## src/rtl/dbus_mmio_bridge.sv

```systemverilog
// Data-side bridge for the MiniMIPS32 core: decodes each access to the synchronous
// data RAM or an internal MMIO bank (LED, synchronised switches, compare timer).
module dbus_mmio_bridge #(
  parameter int unsigned RAM_AW      = 11,
  parameter logic [15:0] MMIO_HI     = 16'hBFAF,
  parameter int unsigned LED_W       = 16,
  parameter int unsigned SW_W        = 16,
  parameter int unsigned SYNC_STAGES = 2
) (
  input  logic              cpu_clk_50M,
  input  logic              cpu_rst,
  input  logic              dce,
  input  logic [31:0]       daddr,
  input  logic [3:0]        we,
  input  logic [31:0]       din,
  output logic [31:0]       dm,
  output logic              ram_ena,
  output logic [3:0]        ram_wea,
  output logic [RAM_AW-1:0] ram_addr,
  output logic [31:0]       ram_din,
  input  logic [31:0]       ram_dout,
  input  logic [SW_W-1:0]   sw_in,
  output logic [LED_W-1:0]  led_out,
  output logic              timer_irq
);

  typedef enum logic [5:0] {
    REG_LED    = 6'h00,
    REG_SW     = 6'h01,
    REG_COUNT  = 6'h02,
    REG_CMP    = 6'h03,
    REG_STATUS = 6'h04,
    REG_CTRL   = 6'h05
  } reg_off_e;

  logic             is_mmio;
  logic             mmio_wr;
  reg_off_e         reg_off;
  logic [31:0]      wmask;
  logic [31:0]      rd_val;
  logic [LED_W-1:0] led_next;
  logic [31:0]      count_next;
  logic [31:0]      cmp_next;

  logic [LED_W-1:0] led_q;
  logic [31:0]      count_q;
  logic [31:0]      cmp_q;
  logic             irq_pend;
  logic             timer_en;
  logic             irq_en;
  logic             sel_q;
  logic [31:0]      mmio_rd_q;
  logic [SW_W-1:0]  sync_q [SYNC_STAGES];

  logic unused_addr_bits;
  assign unused_addr_bits = ^{daddr[15:8], daddr[1:0]};

  assign is_mmio  = dce & (daddr[31:16] == MMIO_HI);
  assign ram_ena  = dce & ~is_mmio;
  assign ram_wea  = ram_ena ? we : '0;
  assign ram_addr = daddr[RAM_AW+1:2];
  assign ram_din  = din;

  assign mmio_wr  = is_mmio & (|we);
  assign reg_off  = reg_off_e'(daddr[7:2]);
  assign wmask    = {{8{we[3]}}, {8{we[2]}}, {8{we[1]}}, {8{we[0]}}};

  assign dm        = sel_q ? mmio_rd_q : ram_dout;
  assign led_out   = led_q;
  assign timer_irq = irq_pend & irq_en;

  always_comb begin
    count_next = (count_q & ~wmask) | (din & wmask);
    cmp_next   = (cmp_q & ~wmask) | (din & wmask);
    led_next   = led_q;
    for (int unsigned i = 0; i < LED_W; i++) begin
      if (wmask[i]) led_next[i] = din[i];
    end
  end

  always_comb begin
    rd_val = '0;
    case (reg_off)
      REG_LED:    rd_val[LED_W-1:0] = led_q;
      REG_SW:     rd_val[SW_W-1:0]  = sync_q[SYNC_STAGES-1];
      REG_COUNT:  rd_val            = count_q;
      REG_CMP:    rd_val            = cmp_q;
      REG_STATUS: rd_val[0]         = irq_pend;
      REG_CTRL:   rd_val[1:0]       = {irq_en, timer_en};
      default:    rd_val            = '0;
    endcase
  end

  always_ff @(posedge cpu_clk_50M) begin
    if (cpu_rst) begin
      led_q     <= '0;
      count_q   <= '0;
      cmp_q     <= '1;
      irq_pend  <= 1'b0;
      timer_en  <= 1'b0;
      irq_en    <= 1'b0;
      sel_q     <= 1'b0;
      mmio_rd_q <= '0;
      for (int unsigned i = 0; i < SYNC_STAGES; i++) sync_q[i] <= '0;
    end else begin
      sync_q[0] <= sw_in;
      for (int unsigned i = 1; i < SYNC_STAGES; i++) sync_q[i] <= sync_q[i-1];

      // Read data is captured pre-write so dm shows the value the access observed.
      if (dce) begin
        sel_q     <= is_mmio;
        mmio_rd_q <= rd_val;
      end

      if (mmio_wr && reg_off == REG_LED) led_q <= led_next;
      if (mmio_wr && reg_off == REG_CMP) cmp_q <= cmp_next;
      if (mmio_wr && reg_off == REG_CTRL && we[0]) {irq_en, timer_en} <= din[1:0];

      // A COUNT write replaces the increment; unwritten bytes keep the old value.
      if (mmio_wr && reg_off == REG_COUNT) count_q <= count_next;
      else if (timer_en)                   count_q <= count_q + 32'd1;

      if (timer_en && count_q == cmp_q)
        irq_pend <= 1'b1;
      else if (mmio_wr && reg_off == REG_STATUS && we[0] && din[0])
        irq_pend <= 1'b0;
    end
  end

endmodule

```

## config.mk

```make
export PLATFORM = sky130hd
export DESIGN_NAME = dbus_mmio_bridge
export DESIGN_NICKNAME = d
export VERILOG_FILES = /design/src/rtl/dbus_mmio_bridge.sv
export SDC_FILE = /design/constraint.sdc
export NUM_CORES = 1
export LEC_CHECK = 0
export CORE_UTILIZATION = 49
export CTS_CLUSTER_DIAMETER = 80
export DETAILED_ROUTE_END_ITERATION = 7
export HOLD_SLACK_MARGIN = 0.05
export PLACE_DENSITY = 0.83
export SLEW_MARGIN = 20
export SYNTH_ARGS = -nofsm -noshare
export SYNTH_HDL_FRONTEND = slang
export SYNTH_SLANG_ARGS = --single-unit
```

## constraint.sdc

```tcl
create_clock -name cpu_clk_50M -period 2.7 [get_ports cpu_clk_50M]
set_input_delay 0.675 -clock cpu_clk_50M [delete_from_list [all_inputs] [get_ports cpu_clk_50M]]
set_output_delay 0.675 -clock cpu_clk_50M [all_outputs]
set_load 0.03 [all_outputs]
```

==> results.md <==
- Hpwl dp: 15.6 mm
- Met2 usage: 45.3%
- Design Power: 0.00537 W
- Achievable Freq: 0.377 GHz
- DR vias: 7288
- Clk pwr share: 45.0%
- Arrival @ worst endpoint: 3000 ps
- Inst Count DP: 1262
- Syn Std Cell Area: 0.00770 mm²
- DIE HEIGHT: 127 µm
- RSZ-0062 raised after global routing: false
- DRT Pass-1 Iters: 5
- GPL Wtd Cong: 0.918
- Max clock buf depth: 2
- Start point of the critical path: we[0]
- Maximum vdd drop: 402 µV
- Core Footprint: 0.0153 mm²
- DR iter-0 viols: 635
- Fraction of layout cells with a size suffix above 1: 18.5%
- Asr flop ratio synth: 0%
- CP endpoint kind: register
- Diode count: 0
- Detail Route Antenna Nets: 0
- Number of CTS-inserted buffers: 17
- CP max FO: 2
- Largest net degree at the start of global routing: 47
- WP data required: 3050 ps
- Congestion Overflow GR: 0
- Met3 GRT Util: 5.53%
- Total routed wirelength: 21.8 mm
- Post-synthesis cell type count: 66
- IO Port Bufs: 200
- Final slew viol count: 0
- Met1 global-route usage: 34.2%
- NetSw: 0.00134 W
- Drt drc: 0
- Crit Path Class: primary input to register
- IO Count: 216
- Die ar.: 0.0162 mm²
- Sw frac: 24.9%
- First-pass GRT wire length: 34.3 mm
- Yosys warning count: 0
- Die Width: 127 µm
- Clk_skew: 7.84 ps
- Hold-fix buffers, CTS: 0
- Initial core utilization: 50.5%
- Mapped Cells: 866
- CTS H-Tree Depth: 4
- Placed Area: 0.0101 mm²
- Total global-route track usage: 26.8%
- Net count reported at finish: 1196
- Outcome: completed
- Clock latency on the worst-skew pair: 430 ps
- Final cell count without fillers: 1300
- Yosys top cell area share: 38.5%
- Sequential share of the synthesized area: 38.5%
- Power Density: 496 mW/mm²
- Top post-synthesis cells by area: dfxtp_1 (38%), nor2b_1 (6.4%), mux2_2 (5.0%)
- Vias in the first global route: 7028
- Tcrit/Tclk final: 98.2%
- # setup viols final: 0
- Most used routing layer: met2
- Syn Nets: 986
- Finished Core Util: 71.1%
- Cell taking the most area after synthesis: dfxtp_1
- Post-synth EDFFs: 0
- Most used DFF post-synth: dfxtp_1
- Final hold violations: 0
- HP Class: register to register
- Area grow syn2layout: 40.8%
- CTS Root Cell: clkbuf_16
- Filler Cell Count: 1112
- Int Power: 0.00404 W
- Comb pwr share: 13.4%
- Reg power frac: 41.6%
- Min Tclk post-route: 2650 ps
- Least-Margin Pin Slew: 547 ps
- Avg Vias per Cell: 5.61
- Final Cell Area: 0.0108 mm²
- Max-Cap Viols: 0
- WL per Instance: 16.8 µm
- Leakage: 4.30 nW
- Max-slew headroom: 63.5%
- Rows: 45
- CTS clk-pin slew, worst paths: 60 ps
- Syn avg cell area: 8.89 µm²
- Clock sinks: 148
- Initial antenna violation count: 0
- CTS tree: yes
- Synthesized flop and latch total: 148
- Hold Crit Start: sync_q[0][8]
- Startpoint Class: primary input
cells in the final DEF, fill, tap and decap left out, types with 7 or more instances in the layout:
master / n
mux2_2: 34
mux2i_1: 30
and2_1: 7
clkbuf_16: 17
a31oi_1: 11
dfxtp_1: 148
inv_1: 9
and4_1: 7
and3_1: 10
dlygate4sd2_1: 12
a221o_1: 8
xor2_1: 29
clkdlybuf4s50_1: 144
a211oi_1: 20
buf_4: 100
nand4_1: 14
nor2_1: 83
nor4_1: 11
o211ai_1: 8
nor3_1: 14
a21oi_1: 41
or3_1: 8
dlymetal6s2s_1: 27
o21ai_0: 18
a22oi_1: 18
nor2b_1: 78
nand3_1: 19
nand2_1: 37
a211o_1: 33
power groups by stage:
stage	Combinational (W)	Sequential (W)	Clock, W
finish	0.000717	0.00224	0.00242
floorplan	0.000385	0.00228	0
detailed placement	0.000717	0.00229	0
global placement	0.000710	0.00228	0
CTS	0.000722	0.00224	0.00244
global route	0.000756	0.00224	0.00253
cell usage after synthesis (all sizes together), types with 8 or more instances:
library cell and number:
dfxtp 148, nor2 83, nor2b 79, buf 61, clkbuf 46, a21oi 41
nand2 37, mux2 34, a211o 33, mux2i 30, xor2 29, nand3 21
a211oi 20, a22oi 18, o21ai 18, and2 14, nand4 14, nor3 14
and3 12, nor4 12, a31oi 11, or3 10, a221o 9, inv 9
o211ai 8
metrics by stage:
| stage | setup TNS [ps] | hold slack [ps] | worst slack, ps |
|---|---|---|---|
| final | 0 | 436 | 49.4 |
| after global routing | 0 | 447 | 4.21 |
| after CTS | 0 | 435 | 0.361 |
| after detailed placement | -13040 | 421 | -339 |
| after global placement | -11660 | 417 | -305 |
| after floorplan | 0 | 414 | 41.0 |
cell families (layout without fill, tap and decap cells):
kind of cell	Yosys count	in the layout	synth area share, %
mux	69	69	10.3
xor+xnor	32	32	3.64
simple gates	320	320	22.5
buf+inv	117	340	8.38
compound gates	179	179	16.6
flops	148	148	38.5
fa+ha+maj	1	1	0.162
routing by layer:
metal | share of wire (%) | routed length [µm]
met5 | 0 | 0
met4 | 1.5 | 333
met3 | 6.6 | 1440
met2 | 48 | 10400
met1 | 44 | 9570
cell type report:
class	instances	area, µm²	area share, %
multi-input cells	601	4120	38.0
flip-flops and latches	148	2960	27.3
repair buffers	299	2850	26.3
clock buffers	20	467	4.30
well taps	211	264	2.44
clock inverters	12	141	1.30
inverters	9	33.8	0.312
worst max-delay path: stages:
cell,delay (ps)
clkdlybuf4s50_1,440
or3_1,440
or2_1,240
and4_1,210
or4_1,490
or3_1,360
a31oi_1,150
path summary, 6_finish.rpt:
path | slack (ps) | end | depth (start not counted)
setup reg to reg | 190 | register | 8
hold reg to reg | 440 | sync_q[0][24] | 1
setup / recovery | 50 | register | 7
hold / removal | 440 | sync_q[0][24] | 1
repair_timing:
item / CTS / global route
pin swaps: 8 / 7
setup buffers: 6 / 0
resized for setup: 26 / 33
endpoints found under the hold margin: 0 / 0
endpoints found under the setup margin: 31 / 37
(Power assumes the default switching activity.)
